### src/rtl/lcd_pkg.sv
// Shared definitions for the HD44780-style character LCD writer.
//   - LCD command bytes used by the init and refresh sequences
//   - bus value driven while no transfer is in progress
//   - top-level sequencer and transfer-engine state encodings
//   - nibble-to-character mapping and init command lookup
package lcd_pkg;

    localparam logic [7:0] LCD_FUNC_SET = 8'h38;  // 8-bit bus, 2 lines, 5x8 font
    localparam logic [7:0] LCD_DISP_ON  = 8'h0E;  // display on, cursor on
    localparam logic [7:0] LCD_ENTRY    = 8'h06;  // increment, no shift
    localparam logic [7:0] LCD_CLEAR    = 8'h01;  // clear display (long execution)
    localparam logic [7:0] LCD_ADDR0    = 8'h80;  // DDRAM address 0 (line 1, column 0)

    localparam logic [7:0] LCD_IDLE_BUS = 8'hCC;

    localparam int unsigned INIT_CMDS = 4;

    typedef enum logic [1:0] {
        ST_PWR_WAIT,
        ST_INIT,
        ST_IDLE,
        ST_REFRESH
    } lcd_state_e;

    typedef enum logic [1:0] {
        PH_IDLE,
        PH_SETUP,
        PH_E_HIGH,
        PH_WAIT
    } xfer_phase_e;

    // Digits 0..9 map to ASCII '0'..'9'; 10..15 map to 'A'..'F' or a blank.
    function automatic logic [7:0] to_char(input logic [3:0] nibble, input logic hex_mode);
        logic [7:0] ch;
        if (nibble < 4'd10) begin
            ch = {4'h3, nibble};
        end else if (hex_mode) begin
            ch = 8'h41 + {4'h0, nibble} - 8'd10;
        end else begin
            ch = 8'h20;
        end
        return ch;
    endfunction

    function automatic logic [7:0] init_cmd(input logic [1:0] idx);
        logic [7:0] cmd;
        case (idx)
            2'd0:    cmd = LCD_FUNC_SET;
            2'd1:    cmd = LCD_DISP_ON;
            2'd2:    cmd = LCD_ENTRY;
            default: cmd = LCD_CLEAR;
        endcase
        return cmd;
    endfunction

endpackage

### src/rtl/lcd_xfer.sv
// Single-transfer timing engine for the LCD bus.
// A start pulse latches a byte and RS and runs SETUP (1 cycle, E low),
// E_HIGH (E_PULSE_CYC cycles, E high) and WAIT (CMD_WAIT_CYC or
// CLEAR_WAIT_CYC cycles, E low). DB/RS are held for the whole transfer and
// return to the idle bus value when a transfer ends without a follow-on start.
// Ports:
//   clk, rst_n          clock, asynchronous active-low reset
//   start               begin a transfer (only when idle or on xfer_done)
//   xfer_byte, xfer_rs  byte and register select for the transfer
//   long_wait           use CLEAR_WAIT_CYC for the WAIT phase
//   lcd_db, lcd_rs      registered LCD bus and register select
//   lcd_e               registered enable strobe
//   xfer_done           high during the last WAIT cycle of a transfer
module lcd_xfer
    import lcd_pkg::*;
#(
    parameter int unsigned E_PULSE_CYC    = 12,
    parameter int unsigned CMD_WAIT_CYC   = 2500,
    parameter int unsigned CLEAR_WAIT_CYC = 100000
) (
    input  logic       clk,
    input  logic       rst_n,
    input  logic       start,
    input  logic [7:0] xfer_byte,
    input  logic       xfer_rs,
    input  logic       long_wait,
    output logic [7:0] lcd_db,
    output logic       lcd_rs,
    output logic       lcd_e,
    output logic       xfer_done
);

    localparam int unsigned MAX_A    = (E_PULSE_CYC > CMD_WAIT_CYC) ? E_PULSE_CYC : CMD_WAIT_CYC;
    localparam int unsigned MAX_WAIT = (MAX_A > CLEAR_WAIT_CYC) ? MAX_A : CLEAR_WAIT_CYC;
    localparam int unsigned CNT_W    = (MAX_WAIT > 1) ? $clog2(MAX_WAIT) : 1;

    localparam logic [CNT_W-1:0] E_LAST     = CNT_W'(E_PULSE_CYC - 1);
    localparam logic [CNT_W-1:0] CMD_LAST   = CNT_W'(CMD_WAIT_CYC - 1);
    localparam logic [CNT_W-1:0] CLEAR_LAST = CNT_W'(CLEAR_WAIT_CYC - 1);

    xfer_phase_e      phase_q, phase_d;
    logic [CNT_W-1:0] cnt_q, cnt_d;
    logic             long_q, long_d;
    logic [7:0]       db_q, db_d;
    logic             rs_q, rs_d;
    logic             e_q, e_d;
    logic [CNT_W-1:0] wait_last;

    assign wait_last = long_q ? CLEAR_LAST : CMD_LAST;

    always_comb begin
        // NOTE: every signal gets a default first so no path leaves it unassigned (no latch).
        phase_d   = phase_q;
        cnt_d     = cnt_q;
        long_d    = long_q;
        db_d      = db_q;
        rs_d      = rs_q;
        xfer_done = 1'b0;

        case (phase_q)
            PH_SETUP: begin
                phase_d = PH_E_HIGH;
                cnt_d   = '0;
            end
            PH_E_HIGH: begin
                if (cnt_q == E_LAST) begin
                    phase_d = PH_WAIT;
                    cnt_d   = '0;
                end else begin
                    cnt_d = cnt_q + 1'b1;
                end
            end
            PH_WAIT: begin
                if (cnt_q == wait_last) begin
                    xfer_done = 1'b1;
                    phase_d   = PH_IDLE;
                    db_d      = LCD_IDLE_BUS;
                    rs_d      = 1'b0;
                end else begin
                    cnt_d = cnt_q + 1'b1;
                end
            end
            default: ;
        endcase

        // A start on the final WAIT cycle chains the next transfer with no gap.
        if (start) begin
            phase_d = PH_SETUP;
            cnt_d   = '0;
            long_d  = long_wait;
            db_d    = xfer_byte;
            rs_d    = xfer_rs;
        end

        // E is derived from the next phase and registered, so it cannot glitch.
        e_d = (phase_d == PH_E_HIGH);
    end

    // NOTE: sequential state uses non-blocking assignments so all flops update together.
    always_ff @(posedge clk or negedge rst_n) begin
        if (!rst_n) begin
            phase_q <= PH_IDLE;
            cnt_q   <= '0;
            long_q  <= 1'b0;
            db_q    <= LCD_IDLE_BUS;
            rs_q    <= 1'b0;
            e_q     <= 1'b0;
        end else begin
            phase_q <= phase_d;
            cnt_q   <= cnt_d;
            long_q  <= long_d;
            db_q    <= db_d;
            rs_q    <= rs_d;
            e_q     <= e_d;
        end
    end

    assign lcd_db = db_q;
    assign lcd_rs = rs_q;
    assign lcd_e  = e_q;

endmodule

### src/rtl/lcd_digit_writer.sv
// HD44780-style LCD controller: runs power-up wait and init by itself, then
// writes NUM_DIGITS characters to line 1 on each refresh request.
// Ports:
//   clk, rst_n        clock, asynchronous active-low reset
//   digits            digit nibbles, nibble NUM_DIGITS-1 is leftmost
//   update            single-cycle refresh request
//   busy              high during init and refresh
//   done              one-cycle pulse when a refresh completes
//   lcd_db, lcd_rs    LCD data bus and register select (0 = command)
//   lcd_rw            always 0 (write only)
//   lcd_e             LCD enable strobe
module lcd_digit_writer
    import lcd_pkg::*;
#(
    parameter int unsigned NUM_DIGITS     = 4,
    parameter bit          HEX_MODE       = 1'b1,
    parameter int unsigned PWR_WAIT_CYC   = 750000,
    parameter int unsigned E_PULSE_CYC    = 12,
    parameter int unsigned CMD_WAIT_CYC   = 2500,
    parameter int unsigned CLEAR_WAIT_CYC = 100000
) (
    input  logic                    clk,
    input  logic                    rst_n,
    input  logic [4*NUM_DIGITS-1:0] digits,
    input  logic                    update,
    output logic                    busy,
    output logic                    done,
    output logic [7:0]              lcd_db,
    output logic                    lcd_rs,
    output logic                    lcd_rw,
    output logic                    lcd_e
);

    localparam int unsigned PWR_W   = (PWR_WAIT_CYC > 1) ? $clog2(PWR_WAIT_CYC) : 1;
    localparam int unsigned IDX_MAX = (NUM_DIGITS > INIT_CMDS - 1) ? NUM_DIGITS : INIT_CMDS - 1;
    localparam int unsigned IDX_W   = $clog2(IDX_MAX + 1);

    localparam logic [PWR_W-1:0] PWR_LAST  = PWR_W'(PWR_WAIT_CYC - 1);
    localparam logic [IDX_W-1:0] INIT_LAST = IDX_W'(INIT_CMDS - 1);
    // Index 0 is the address command, 1..NUM_DIGITS are the data bytes.
    localparam logic [IDX_W-1:0] REF_LAST  = IDX_W'(NUM_DIGITS);

    lcd_state_e              state_q, state_d;
    logic [PWR_W-1:0]        pwr_cnt_q, pwr_cnt_d;
    logic [IDX_W-1:0]        idx_q, idx_d;
    logic [4*NUM_DIGITS-1:0] snap_q, snap_d;
    logic                    snap_req_q, snap_req_d;
    logic                    pending_q, pending_d;
    logic                    busy_q, busy_d;
    logic                    done_q, done_d;

    logic       xfer_start;
    logic [7:0] xfer_byte;
    logic       xfer_rs;
    logic       xfer_long;
    logic       xfer_done;
    logic       seq_end;
    logic [3:0] cur_nibble;

    assign xfer_long = !xfer_rs && (xfer_byte == LCD_CLEAR);

    // Nibble for the data byte that follows index idx_q (leftmost first).
    always_comb begin
        cur_nibble = '0;
        for (int i = 0; i < NUM_DIGITS; i++) begin
            if (IDX_W'(NUM_DIGITS - 1 - i) == idx_q) begin
                cur_nibble = snap_q[4*i +: 4];
            end
        end
    end

    always_comb begin
        state_d    = state_q;
        pwr_cnt_d  = pwr_cnt_q;
        idx_d      = idx_q;
        snap_d     = snap_q;
        snap_req_d = snap_req_q;
        busy_d     = busy_q;
        done_d     = 1'b0;
        // Requests arriving while busy merge into a single pending refresh.
        pending_d  = pending_q | (update && (state_q != ST_IDLE));
        xfer_start = 1'b0;
        xfer_byte  = LCD_IDLE_BUS;
        xfer_rs    = 1'b0;
        seq_end    = 1'b0;

        case (state_q)
            ST_PWR_WAIT: begin
                if (pwr_cnt_q == PWR_LAST) begin
                    state_d    = ST_INIT;
                    idx_d      = '0;
                    xfer_start = 1'b1;
                    xfer_byte  = init_cmd(2'd0);
                end else begin
                    pwr_cnt_d = pwr_cnt_q + 1'b1;
                end
            end
            ST_INIT: begin
                if (xfer_done) begin
                    if (idx_q == INIT_LAST) begin
                        seq_end = 1'b1;
                    end else begin
                        idx_d      = idx_q + 1'b1;
                        xfer_start = 1'b1;
                        xfer_byte  = init_cmd(2'(idx_q + 1'b1));
                    end
                end
            end
            ST_IDLE: begin
                if (update) begin
                    state_d    = ST_REFRESH;
                    snap_d     = digits;
                    idx_d      = '0;
                    busy_d     = 1'b1;
                    xfer_start = 1'b1;
                    xfer_byte  = LCD_ADDR0;
                end
            end
            ST_REFRESH: begin
                // A refresh launched from the pending flag samples digits
                // at the end of its first cycle.
                if (snap_req_q) begin
                    snap_d     = digits;
                    snap_req_d = 1'b0;
                end
                if (xfer_done) begin
                    if (idx_q == REF_LAST) begin
                        seq_end = 1'b1;
                        done_d  = 1'b1;
                    end else begin
                        idx_d      = idx_q + 1'b1;
                        xfer_start = 1'b1;
                        xfer_byte  = to_char(cur_nibble, HEX_MODE);
                        xfer_rs    = 1'b1;
                    end
                end
            end
            default: state_d = ST_PWR_WAIT;
        endcase

        // End of init or refresh: chain straight into a refresh if one is
        // owed (including a request on this very cycle), otherwise go idle.
        if (seq_end) begin
            pending_d = 1'b0;
            idx_d     = '0;
            if (pending_q || update) begin
                state_d    = ST_REFRESH;
                snap_req_d = 1'b1;
                xfer_start = 1'b1;
                xfer_byte  = LCD_ADDR0;
                xfer_rs    = 1'b0;
            end else begin
                state_d = ST_IDLE;
                busy_d  = 1'b0;
            end
        end
    end

    always_ff @(posedge clk or negedge rst_n) begin
        if (!rst_n) begin
            state_q    <= ST_PWR_WAIT;
            pwr_cnt_q  <= '0;
            idx_q      <= '0;
            snap_q     <= '0;
            snap_req_q <= 1'b0;
            pending_q  <= 1'b0;
            busy_q     <= 1'b1;
            done_q     <= 1'b0;
        end else begin
            state_q    <= state_d;
            pwr_cnt_q  <= pwr_cnt_d;
            idx_q      <= idx_d;
            snap_q     <= snap_d;
            snap_req_q <= snap_req_d;
            pending_q  <= pending_d;
            busy_q     <= busy_d;
            done_q     <= done_d;
        end
    end

    lcd_xfer #(
        .E_PULSE_CYC   (E_PULSE_CYC),
        .CMD_WAIT_CYC  (CMD_WAIT_CYC),
        .CLEAR_WAIT_CYC(CLEAR_WAIT_CYC)
    ) u_xfer (
        .clk      (clk),
        .rst_n    (rst_n),
        .start    (xfer_start),
        .xfer_byte(xfer_byte),
        .xfer_rs  (xfer_rs),
        .long_wait(xfer_long),
        .lcd_db   (lcd_db),
        .lcd_rs   (lcd_rs),
        .lcd_e    (lcd_e),
        .xfer_done(xfer_done)
    );

    assign busy   = busy_q;
    assign done   = done_q;
    assign lcd_rw = 1'b0;

endmodule

### config.mk
export PLATFORM = sky130hd
export DESIGN_NAME = lcd_digit_writer
export DESIGN_NICKNAME = d
export VERILOG_FILES = /design/src/rtl/lcd_pkg.sv /design/src/rtl/lcd_xfer.sv /design/src/rtl/lcd_digit_writer.sv
export SDC_FILE = /design/constraint.sdc
export NUM_CORES = 1
export LEC_CHECK = 0
export ABC_CLOCK_PERIOD_IN_PS = 4500
export BUFFER_PORTS_ARGS = -buffer_cell sky130_fd_sc_hd__buf_2
export CORE_MARGIN = 8
export CORE_UTILIZATION = 65
export CTS_BUF_LIST = sky130_fd_sc_hd__clkbuf_4 sky130_fd_sc_hd__clkbuf_8
export CTS_CLUSTER_DIAMETER = 40
export DETAILED_ROUTE_END_ITERATION = 8
export HOLD_SLACK_MARGIN = 0.03
export PLACE_DENSITY = 0.95
export SYNTH_ARGS = -nofsm -noshare
export SYNTH_HDL_FRONTEND = slang
export SYNTH_SLANG_ARGS = --single-unit
### constraint.sdc
create_clock -name clk -period 4.5 [get_ports clk]
set_clock_uncertainty 0.1 [all_clocks]
set_input_delay 0.675 -clock clk [delete_from_list [all_inputs] [get_ports clk]]
set_output_delay 0.675 -clock clk [all_outputs]
set_load 0.01 [all_outputs]
==> flow_summary_export.csv, run 1 <==
group,metric,value,unit
setup_path,worst_setup_path_endpoint,"u_xfer.cnt_q[0]",
cells_and_area,finish.net_count,507,
flow_run,cap_viol_max_count,0,
setup_path,path_buf_inv,1,
yosys,netlist_top_cells_area,"sky130_fd_sc_hd__dfrtp_1, sky130_fd_sc_hd__mux2_2, sky130_fd_sc_hd__nand2_1",
timing,hold-worst-slack,337,ps
min_path,hold_class,"input port to asynchronous set/reset pin",
setup_path,critical_path.startpoint,"idx_q[0]",
yosys,avgSynthCellArea,9.54,um2
cells_and_area,fillers,483,
power,p_int,0.942,mW
power,comb_power_share,0.022,
global_routing,gr-total-overflow,0,
timing,timing.fmax,297,MHz
floorplan,fp.coreArea,6640,um2
yosys,ys_top_cells_by_count,"sky130_fd_sc_hd__dfrtp_1, sky130_fd_sc_hd__nand2_1, sky130_fd_sc_hd__nor3_1",
drt,route.final.wire_length,10700,um
yosys,ys_seq_elements,75,
yosys,post_syn_area,4360,um2
yosys,synthDistinctLibCells,67,
setup_path,r2r.worst_path.cells,7,
timing,fin_tns_setup,0,ps
power,power.static_leakage,2.03,nW
place,place.port_buffers,30,
cells_and_area,insertedDiodeCount,0,
clock_tree,ctsHtreeMaxLevel,3,
clock_tree,holdBufCountCts,0,
power,switching_share,0.231,
cells_and_area,layout-area-overhead-vs-synth,8.52,%
yosys,synth_top_area_cell,"sky130_fd_sc_hd__dfrtp_1",
clock_tree,numClockSinks,75,
yosys,synth_edf_count,0,
setup_path,worst_path_slowest_cell,"sky130_fd_sc_hd__nor3b_2",
yosys,yosys_warnings,0,
yosys,mappedNetlistNets,486,
floorplan,rows,30,
power,sequential_share_of_power,0.552,
yosys,netlist_instances,457,
timing,layout_worst_path_cycle_share,0.748,
floorplan,effective_utilization_at_floorplan,0.656,
setup_path,worst_path_maximum_fanout,17,
timing,rsz0062_at_grt,"no",
status,run_status,"complete, no violations",
floorplan,floorplan_die_height,97.9,um
drt,drc,0,
setup_path,crit-reg2reg-launch,"idx_q[0]",
clock_tree,clock_tree_from_tritoncts,"done",
setup_path,required,4700,ps
yosys,dominantRegCellSynth,"sky130_fd_sc_hd__dfrtp_1",
cells_and_area,multiInputGateArea,2330,um2
drt,vias_per_cell,6.75,
setup_path,setup.reg_to_reg.worst_slack,1140,ps
timing,finalCriticalPeriod,3360,ps
floorplan,dieArea,9590,um2
cells_and_area,layout-drive-gt1-share,0.164,
clock_tree,ctsRootBufferMaster,"sky130_fd_sc_hd__clkbuf_8",
setup_path,critical-path-top-delay-family,"simple AND/OR/NAND/NOR gates",
setup_path,arrival,3560,ps
global_routing,global_route_wire_length_before_repair,17900,um
setup_path,cell_depth_of_the_worst_setup_path,7,
floorplan,ios,32,
clock_tree,ctsResizeCount,0,
yosys,asyncSetResetFlopFracSynth,1.00,
setup_path,criticalPathCategory,"register to register",
setup_path,r2r_end,"u_xfer.cnt_q[0]",
place,hpwl,7450,um
drt,postRouteAntennaNets,0,
cells_and_area,layout.area.seq,1880,um2
setup_path,worstSetupEndpointType,"register",
power,power.density,259,nW/um2
yosys,fraction_of_post_synthesis_cell_area_in_the_top_cell_type_by_area,0.402,
timing,timing_hold_violations_final,0,
global_routing,largest_net_degree_at_the_start_of_global_routing,76,
clock_tree,buffers_inserted_during_post_cts_setup_optimization,0,
timing,slew_headroom,0.286,
timing,finalMaxSlewViolations,0,
cells_and_area,final_core_util,0.712,
setup_path,path_cells,"inv_1 -> ha_1 -> and2_1 -> a22oi_1 -> a2111oi_4 -> nor3b_2 -> mux2_2",
drt,wire_length_per_cell_after_detailed_routing,18.9,um
global_routing,first_global_vias,3738,
setup_path,timing.critical_path.from_type,"register",
timing,transition_time_at_the_pin_with_the_least_slew_margin,1070,ps
power,power_switching,0.283,mW
setup_path,timing.critical_path.slowest_cell_delay,890,ps
timing,setup-violations-final,0,
yosys,synth_sequential_area_ratio,0.432,
global_routing,grt_antenna_before_repair,0,
power,total_power,1.22,mW
floorplan,die_width,97.9,um
yosys,post-synth-top-count-cell,"sky130_fd_sc_hd__dfrtp_1",
power,max-vdd-ir-drop,216,uV
clock_tree,ctsLongestPathBuffers,2,
power,p_clk_frac,0.426,
drt,routed-via-count,3798,
clock_tree,cts.clk_slew.worst_paths,90,ps
global_routing,combined_global_route_utilization_of_all_metal_layers,0.229,
drt,detail_route.first_pass.iterations,7,
clock_tree,clk-insertion-delay-late,360,ps
drt,dr.first_iter.drc_count,389,
clock_tree,numCtsBuffers,9,
place,gp_congestion,0.968,
-- state kept, by name, indices dropped and copies added, names as in the netlist, 2 cells and up, named ones only --
register	cells
pwr_cnt_q	20
u_xfer.cnt_q	17
snap_q	16
u_xfer.lcd_db	8
idx_q	3
u_xfer.phase_q	2
-- worst min path at each step --
stage / end / slack [ps] / depth (start not counted)
after floorplan: asynchronous set/reset pin / 280 / 0
after global placement: u_xfer.lcd_db[1] / 350 / 2
after detailed placement: u_xfer.lcd_db[1] / 360 / 2
after CTS: pwr_cnt_q[14] / 380 / 1
after global routing: pwr_cnt_q[19] / 390 / 1
final: pwr_cnt_q[4] / 340 / 1
-- kinds of logic (layout without fill, tap and decap cells) --
group | after synthesis | count (layout) | share of synthesized area
and+or+nand+nor | 192 | 192 | 0.236
AOI/OAI and AO/OA | 99 | 99 | 0.169
DFF | 75 | 75 | 0.432
buffers and inverters | 37 | 63 | 0.0361
xor gates and xnor gates | 23 | 23 | 0.0462
muxes | 20 | 20 | 0.0513
adders and majority gates | 10 | 10 | 0.0287
other | 1 | 1 | 0.000860
-- per-stage QoR --
step	cell area, um2	setup slack [ps]	cells
after floorplan	4360	1740	457
after global placement	4530	1230	547
after detailed placement	4530	1170	547
after CTS	4730	1160	563
after global routing	4730	847	563
final	4730	1140	563
-- metal layers --
metal / global-route usage / up-vias / share of wire
li1: - / 1716 / -
met1: 0.288 / 1866 / 0.42
met2: 0.369 / 191 / 0.48
met3: 0.0484 / 25 / 0.077
met4: 0.102 / 0 / 0.021
met5: 0 / - / 0
-- cell type report --
| cell class | instances | share of cell area |
|---|---|---|
| Sequential cell | 75 | 0.398 |
| Clock buffer | 9 | 0.0262 |
| Inverter | 15 | 0.0119 |
| Clock inverter | 7 | 0.0161 |
| Multi-Input combinational cell | 345 | 0.491 |
| Timing Repair Buffer | 32 | 0.0354 |
| Tap cell | 80 | 0.0211 |
-- cell usage in the layout (no fill, tap or decap), drive strengths merged, types with 4 or more instances in the layout --
cell type,count
xor2,9
xnor2,14
nand3,21
dfrtp,70
nor3b,7
dfstp,5
o21ai,19
ha,10
nand2b,5
inv,16
and3,14
nor4,6
or2,4
nor4b,4
a211oi,9
mux2,19
or3,5
o31ai,4
nand2,47
and2,5
a211o,13
nor2,21
nor3,25
a21o,4
clkbuf,9
or4,7
a21oi,16
a22o,5
nor2b,6
nand4,7
buf,32
-- power by group through the flow --
stage / clock network (mW) / registers, mW / logic [mW]
floorplan: 0 / 0.690 / 0.00360
global placement: 0 / 0.690 / 0.0261
detailed placement: 0 / 0.690 / 0.0275
CTS: 0.530 / 0.676 / 0.0277
global route: 0.549 / 0.676 / 0.0308
finish: 0.522 / 0.676 / 0.0266
(Power assumes the default switching activity.)
==> inputs of run 2 (changes only) <==
--- a/config.mk
+++ b/config.mk
@@ -5,15 +5,15 @@
 export SDC_FILE = /design/constraint.sdc
 export NUM_CORES = 1
 export LEC_CHECK = 0
-export ABC_CLOCK_PERIOD_IN_PS = 4500
+export ABC_CLOCK_PERIOD_IN_PS = 2850
 export BUFFER_PORTS_ARGS = -buffer_cell sky130_fd_sc_hd__buf_2
 export CORE_MARGIN = 8
-export CORE_UTILIZATION = 65
+export CORE_UTILIZATION = 57
 export CTS_BUF_LIST = sky130_fd_sc_hd__clkbuf_4 sky130_fd_sc_hd__clkbuf_8
 export CTS_CLUSTER_DIAMETER = 40
 export DETAILED_ROUTE_END_ITERATION = 8
 export HOLD_SLACK_MARGIN = 0.03
-export PLACE_DENSITY = 0.95
+export PLACE_DENSITY = 0.9
 export SYNTH_ARGS = -nofsm -noshare
 export SYNTH_HDL_FRONTEND = slang
 export SYNTH_SLANG_ARGS = --single-unit
==> constraint.sdc (replaced) <==
create_clock -name clk -period 2.85 [get_ports clk]
set_clock_uncertainty 0.1 [all_clocks]
set_input_delay 0.4275 -clock clk [delete_from_list [all_inputs] [get_ports clk]]
set_output_delay 0.4275 -clock clk [all_outputs]
set_load 0.01 [all_outputs]
==> run 2 against run 1 <==
  * Final cell count rose by 10%
  * Register-to-register slack got worse by 1000 ps
  * Critical path depth fell by 1
  * Via count fell by 0.24%
  * Routed wire length rose by 2.0%
  * Clock-buffer cell count rose by 3
  * Utilization fell by 3.9 points
  * Clock power rose by 73%
  * Power rose by 64%
  * Sequential cell count did not move
  * Combinational power rose by 57%
  * Largest cell class unchanged
  * Largest power group unchanged
==> flow_summary_export.csv, run 2 (synthesis gave the netlist of run 1 again) <==
group,metric,value,unit
clock_tree,ctsLongestPathBuffers,2,
place,dpl_worst_slack,10.9,ps
timing,finalMaxSlewViolations,0,
power,comb_power_share,0.021,
global_routing,global_route_wire_length_before_repair,18300,um
place,gp_congestion,0.934,
status,run_status,"complete, no violations",
global_routing,combined_global_route_utilization_of_all_metal_layers,0.217,
clock_tree,numCtsBuffers,9,
setup_path,path_cells,"or3_1 -> or4_4 -> a2111oi_4 -> o22ai_1 -> or4_1 -> o2bb2ai_1",
floorplan,dieArea,10700,um2
drt,route.final.wire_length,10900,um
power,p_clk_frac,0.449,
power,power_switching,0.452,mW
drt,wire_length_per_cell_after_detailed_routing,17.5,um
cells_and_area,max_flop_register,"pwr_cnt_q",
setup_path,critical-path-top-delay-family,"simple AND/OR/NAND/NOR gates",
power,power.density,395,nW/um2
timing,layout_worst_path_cycle_share,0.965,
setup_path,worstSetupEndpointType,"register",
timing,slew_headroom,0.381,
power,power.static_leakage,2.23,nW
timing,rsz0062_at_grt,"yes",
drt,routed.top_layer,"met4",
setup_path,arrival,2940,ps
setup_path,criticalPathCategory,"register to register",
floorplan,ios,32,
cells_and_area,layout_commonest_cell,"sky130_fd_sc_hd__dfrtp_1",
clock_tree,numClockSinks,75,
power,max-vdd-ir-drop,244,uV
drt,dr.first_iter.drc_count,289,
timing,timing_hold_violations_final,0,
global_routing,grt_antenna_before_repair,0,
power,sequential_share_of_power,0.530,
floorplan,effective_utilization_at_floorplan,0.576,
clock_tree,ctsHtreeMaxLevel,3,
global_routing,largest_net_degree_at_the_start_of_global_routing,76,
setup_path,timing.critical_path.slowest_cell_delay,640,ps
drt,routed-wl-met3,582,um
setup_path,worst_path_maximum_fanout,6,
cells_and_area,final_core_util,0.673,
setup_path,required,3040,ps
place,hpwl,7900,um
cells_and_area,fillers,554,
cells_and_area,layout-drive-gt1-share,0.234,
floorplan,rows,32,
power,p_int,1.56,mW
setup_path,timing.critical_path.from_type,"register",
drt,wl_met2,5510,um
setup_path,worst_path_slowest_cell,"sky130_fd_sc_hd__or4_4",
timing,hold-worst-slack,97.7,ps
drt,drt-met1-wl,4490,um
global_routing,gr-total-overflow,0,
timing,fin_ws,99.1,ps
cells_and_area,finish.net_count,542,
drt,detail_route.first_pass.iterations,6,
floorplan,fp.coreArea,7570,um2
power,total_power,2.01,mW
timing,transition_time_at_the_pin_with_the_least_slew_margin,928,ps
drt,vias_per_cell,6.11,
timing,finalCriticalPeriod,2750,ps
clock_tree,holdBufCountCts,0,
timing,setup-violations-final,0,
clock_tree,cts.clk_slew.worst_paths,90,ps
cells_and_area,final_cell_mix,"sky130_fd_sc_hd__dfrtp_1, sky130_fd_sc_hd__nand2_1, sky130_fd_sc_hd__buf_4, sky130_fd_sc_hd__buf_2, sky130_fd_sc_hd__nor3_1",
drt,postRouteAntennaNets,0,
min_path,hold_class,"input port to asynchronous set/reset pin",
timing,timing.fmax,364,MHz
clock_tree,clk-insertion-delay-late,360,ps
clock_tree,ctsRootBufferMaster,"sky130_fd_sc_hd__clkbuf_8",
floorplan,floorplan_die_height,103,um
floorplan,die_width,103,um
drt,drc,0,
cells_and_area,largest_register_ffs,20,
setup_path,path_buf_inv,0,
global_routing,first_global_vias,3902,
setup_path,r2r.worst_path.cells,6,
cells_and_area,layout-area-overhead-vs-synth,16.8,%
cells_and_area,insertedDiodeCount,0,
clock_tree,clock_tree_from_tritoncts,"done",
setup_path,cell_depth_of_the_worst_setup_path,6,
flow_run,cap_viol_max_count,0,
drt,routed-via-count,3789,
cells_and_area,top_regs,"pwr_cnt_q (20), u_xfer.cnt_q (17), snap_q (16)",
power,switching_share,0.224,
place,place.port_buffers,30,
## run 2: repair_timing
action | in CTS | in global routing
setup buffers | 0 | 0
gates resized for setup | 1 | 7
endpoints found under the setup margin | 4 | 18
## run 2: final cells by class
| cell class | count | area (um2) | area share |
|---|---|---|---|
| multi-input cells | 345 | 2370 | 0.464 |
| flip-flops and latches | 75 | 1880 | 0.370 |
| repair buffers | 67 | 443 | 0.0869 |
| clock buffers | 12 | 165 | 0.0324 |
| well taps | 102 | 128 | 0.0250 |
| inverters | 15 | 56.3 | 0.0110 |
| clock inverters | 4 | 55.1 | 0.0108 |
## run 2: stage by stage
step                TNS, ps  instances  instance area (um2)
detailed placement        0        604                 4840
global placement          0        604                 4840
global route          -34.7        620                 5100
floorplan                 0        457                 4360
finish                    0        620                 5100
CTS                       0        620                 5060
## run 2: final timing paths
path	startpoint	endpoint	slack [ps]
worst min-delay path	rst_n	pwr_cnt_q[9]	100
worst min register to register	pwr_cnt_q[19]	pwr_cnt_q[19]	370
worst max-delay path	u_xfer.cnt_q[4]	u_xfer.long_q	100
worst max register to register	u_xfer.cnt_q[4]	u_xfer.long_q	100
min in group clk	digits[5]	snap_q[5]	200
max in group asynchronous	rst_n	u_xfer.cnt_q[9]	1940
## run 2: worst reg2reg max path, stage by stage, from the launching register on
cell	delay, ps
sky130_fd_sc_hd__dfrtp_1	380
sky130_fd_sc_hd__or3_1	410
sky130_fd_sc_hd__or4_4	640
sky130_fd_sc_hd__a2111oi_4	350
sky130_fd_sc_hd__o22ai_1	160
sky130_fd_sc_hd__or4_1	510
sky130_fd_sc_hd__o2bb2ai_1	130
## run 2: power groups by stage
stage	clock network, mW	registers, mW	logic, mW
2_1_floorplan	0	1.09	0.00568
3_3_place_gp	0	1.09	0.0420
3_5_place_dp	0	1.09	0.0438
4_1_cts	0.913	1.07	0.0441
5_1_grt	0.952	1.07	0.0491
6_report	0.904	1.07	0.0418
## run 2: layer usage
| metal | vias up | GRT usage |
|---|---|---|
| met3 | 32 | 0.0455 |
| met4 | 0 | 0.0934 |
| li1 | 1786 | - |
| met1 | 1838 | 0.255 |
| met2 | 133 | 0.376 |
| met5 | - | 0 |
==> inputs of run 3 (changes only) <==
--- a/config.mk
+++ b/config.mk
@@ -5,15 +5,15 @@
 export SDC_FILE = /design/constraint.sdc
 export NUM_CORES = 1
 export LEC_CHECK = 0
-export ABC_CLOCK_PERIOD_IN_PS = 2850
+export ABC_CLOCK_PERIOD_IN_PS = 3400
 export BUFFER_PORTS_ARGS = -buffer_cell sky130_fd_sc_hd__buf_2
 export CORE_MARGIN = 8
-export CORE_UTILIZATION = 57
+export CORE_UTILIZATION = 65
 export CTS_BUF_LIST = sky130_fd_sc_hd__clkbuf_4 sky130_fd_sc_hd__clkbuf_8
 export CTS_CLUSTER_DIAMETER = 40
 export DETAILED_ROUTE_END_ITERATION = 8
 export HOLD_SLACK_MARGIN = 0.03
-export PLACE_DENSITY = 0.9
+export PLACE_DENSITY = 0.95
 export SYNTH_ARGS = -nofsm -noshare
 export SYNTH_HDL_FRONTEND = slang
 export SYNTH_SLANG_ARGS = --single-unit
==> constraint.sdc (replaced) <==
create_clock -name clk -period 3.4 [get_ports clk]
set_clock_uncertainty 0.1 [all_clocks]
set_input_delay 0.51 -clock clk [delete_from_list [all_inputs] [get_ports clk]]
set_output_delay 0.51 -clock clk [all_outputs]
set_load 0.01 [all_outputs]
==> run 3 against run 2 <==
  * Combinational power decreased by 17%
  * Critical path depth stayed put
  * Critical endpoint is now u_xfer.cnt_q[13]
  * Clock-buffer cell count down 1
  * Power is 18% lower
  * Via count shrank 0.42%
  * Critical path type unchanged
  * Register-to-register slack better by 99 ps
  * Maximum frequency is 14% lower
  * Final cell count down 8.1%
==> flow_summary_export.csv, run 3 (synthesis gave the netlist of run 1 again) <==
group,metric,value,unit
timing,finalCriticalPeriod,3200,ps
timing,timing.fmax,312,MHz
setup_path,worst_path_maximum_fanout,12,
drt,drc,0,
place,hpwl,7470,um
setup_path,cell_depth_of_the_worst_setup_path,6,
place,place.port_buffers,30,
cells_and_area,layout_commonest_cell,"sky130_fd_sc_hd__dfrtp_1",
setup_path,timing.critical_path.slowest_cell_delay,790,ps
floorplan,effective_utilization_at_floorplan,0.656,
setup_path,critical-path-top-delay-family,"simple AND/OR/NAND/NOR gates",
global_routing,gr-total-overflow,0,
setup_path,arrival,3350,ps
clock_tree,buffers_inserted_during_post_cts_setup_optimization,0,
global_routing,largest_net_degree_at_the_start_of_global_routing,76,
timing,timing_hold_violations_final,0,
drt,postRouteAntennaNets,0,
setup_path,criticalPathCategory,"register to register",
clock_tree,numCtsBuffers,9,
min_path,hold_class,"input port to asynchronous set/reset pin",
drt,wire_length_per_cell_after_detailed_routing,18.6,um
place,gp_congestion,0.986,
clock_tree,ctsLongestPathBuffers,2,
cells_and_area,insertedDiodeCount,0,
timing,fin_tns_setup,0,ps
cells_and_area,final_cell_mix,"sky130_fd_sc_hd__dfrtp_1, sky130_fd_sc_hd__nand2_1, sky130_fd_sc_hd__buf_2, sky130_fd_sc_hd__nor3_1",
power,max-vdd-ir-drop,270,uV
setup_path,path_cells,"or3_1 -> or4_1 -> a21oi_1 -> a211o_1 -> nor3_1 -> a211o_1",
global_routing,global_route_wire_length_before_repair,17800,um
global_routing,first_global_vias,3641,
place,post_dp_cell_area,4590,um2
floorplan,fp.coreArea,6640,um2
drt,vias_per_cell,6.62,
clock_tree,clock_tree_from_tritoncts,"done",
power,power.static_leakage,2.07,nW
flow_run,cap_viol_max_count,0,
timing,rsz0062_at_grt,"no",
cells_and_area,layout-drive-gt1-share,0.176,
cells_and_area,top_regs,"pwr_cnt_q (20), u_xfer.cnt_q (17), snap_q (16)",
setup_path,worstSetupEndpointType,"register",
timing,finalMaxSlewViolations,0,
clock_tree,clk-insertion-delay-late,360,ps
timing,slew_headroom,0.386,
clock_tree,holdBufCountCts,0,
cells_and_area,max_flop_register,"pwr_cnt_q",
setup_path,r2r.worst_path.cells,6,
cells_and_area,layout-area-overhead-vs-synth,9.98,%
timing,setup-violations-final,0,
floorplan,floorplan_die_height,97.9,um
clock_tree,numClockSinks,75,
clock_tree,ctsHtreeMaxLevel,3,
setup_path,required,3550,ps
drt,detail_route.first_pass.iterations,5,
timing,transition_time_at_the_pin_with_the_least_slew_margin,921,ps
floorplan,die_width,97.9,um
drt,dr.first_iter.drc_count,334,
clock_tree,cts.clk_slew.worst_paths,80,ps
cells_and_area,fillers,473,
status,run_status,"complete, no violations",
cells_and_area,postLayoutCellArea,4800,um2
setup_path,timing.critical_path.from_type,"register",
floorplan,rows,30,
drt,route.final.wire_length,10600,um
cells_and_area,finish.net_count,514,
global_routing,combined_global_route_utilization_of_all_metal_layers,0.226,
floorplan,ios,32,
global_routing,grt_antenna_before_repair,0,
setup_path,path_buf_inv,0,
drt,routed-via-count,3773,
setup_path,cp_common_cell,"sky130_fd_sc_hd__a211o_1",
power,power.density,346,nW/um2
clock_tree,ctsRootBufferMaster,"sky130_fd_sc_hd__clkbuf_8",
clock_tree,ctsResizeCount,0,
setup_path,worst_path_slowest_cell,"sky130_fd_sc_hd__or4_1",
timing,layout_worst_path_cycle_share,0.942,
floorplan,dieArea,9590,um2
cells_and_area,largest_register_ffs,20,
==> run 3: layout make-up <==
cell class / instances / area, um2 / area share
inverter: 15 / 56.3 / 0.0117
tap: 80 / 100 / 0.0209
multi-input combinational: 345 / 2330 / 0.485
clock inverter: 5 / 60.1 / 0.0125
clock buffer: 11 / 151 / 0.0316
sequential: 75 / 1880 / 0.393
timing repair buffer: 39 / 220 / 0.0459
==> run 3: metal layers <==
| layer | track usage | vias to the layer above | wire length, um |
|---|---|---|---|
| li1 | - | 1734 | - |
| met1 | 0.286 | 1810 | 4470 |
| met2 | 0.364 | 193 | 5100 |
| met3 | 0.0505 | 36 | 748 |
| met4 | 0.0947 | 0 | 280 |
| met5 | 0 | - | 0 |
==> run 3: path summary, 6_finish.rpt <==
kind                       slack (ps)           endpoint            start
max in group asynchronous        2410      pwr_cnt_q[13]            rst_n
max                               200   u_xfer.cnt_q[13]  u_xfer.cnt_q[4]
max reg2reg                       200   u_xfer.cnt_q[13]  u_xfer.cnt_q[4]
min reg2reg                       380      pwr_cnt_q[19]    pwr_cnt_q[19]
min                               160  u_xfer.phase_q[0]            rst_n
min in group clk                  290          snap_q[9]        digits[9]
==> run 3: metrics by stage <==
stage	utilization	instances	total power [mW]	hold slack, ps	setup slack, ps
after floorplan	-	457	0.919	114	637
after global placement	0.690	554	0.947	350	360
after detailed placement	0.690	554	0.949	365	272
after CTS	0.722	570	1.67	213	259
after global routing	0.722	570	1.70	244	73.1
final	0.722	570	1.66	155	198
==> run 3: power breakdown <==
| part | total (mW) | internal (mW) | switching (mW) |
|---|---|---|---|
| clock | 0.727 | 0.382 | 0.346 |
| combinational | 0.0349 | 0.0107 | 0.0242 |
| sequential | 0.896 | 0.894 | 0.00139 |
| total | 1.66 | 1.29 | 0.371 |
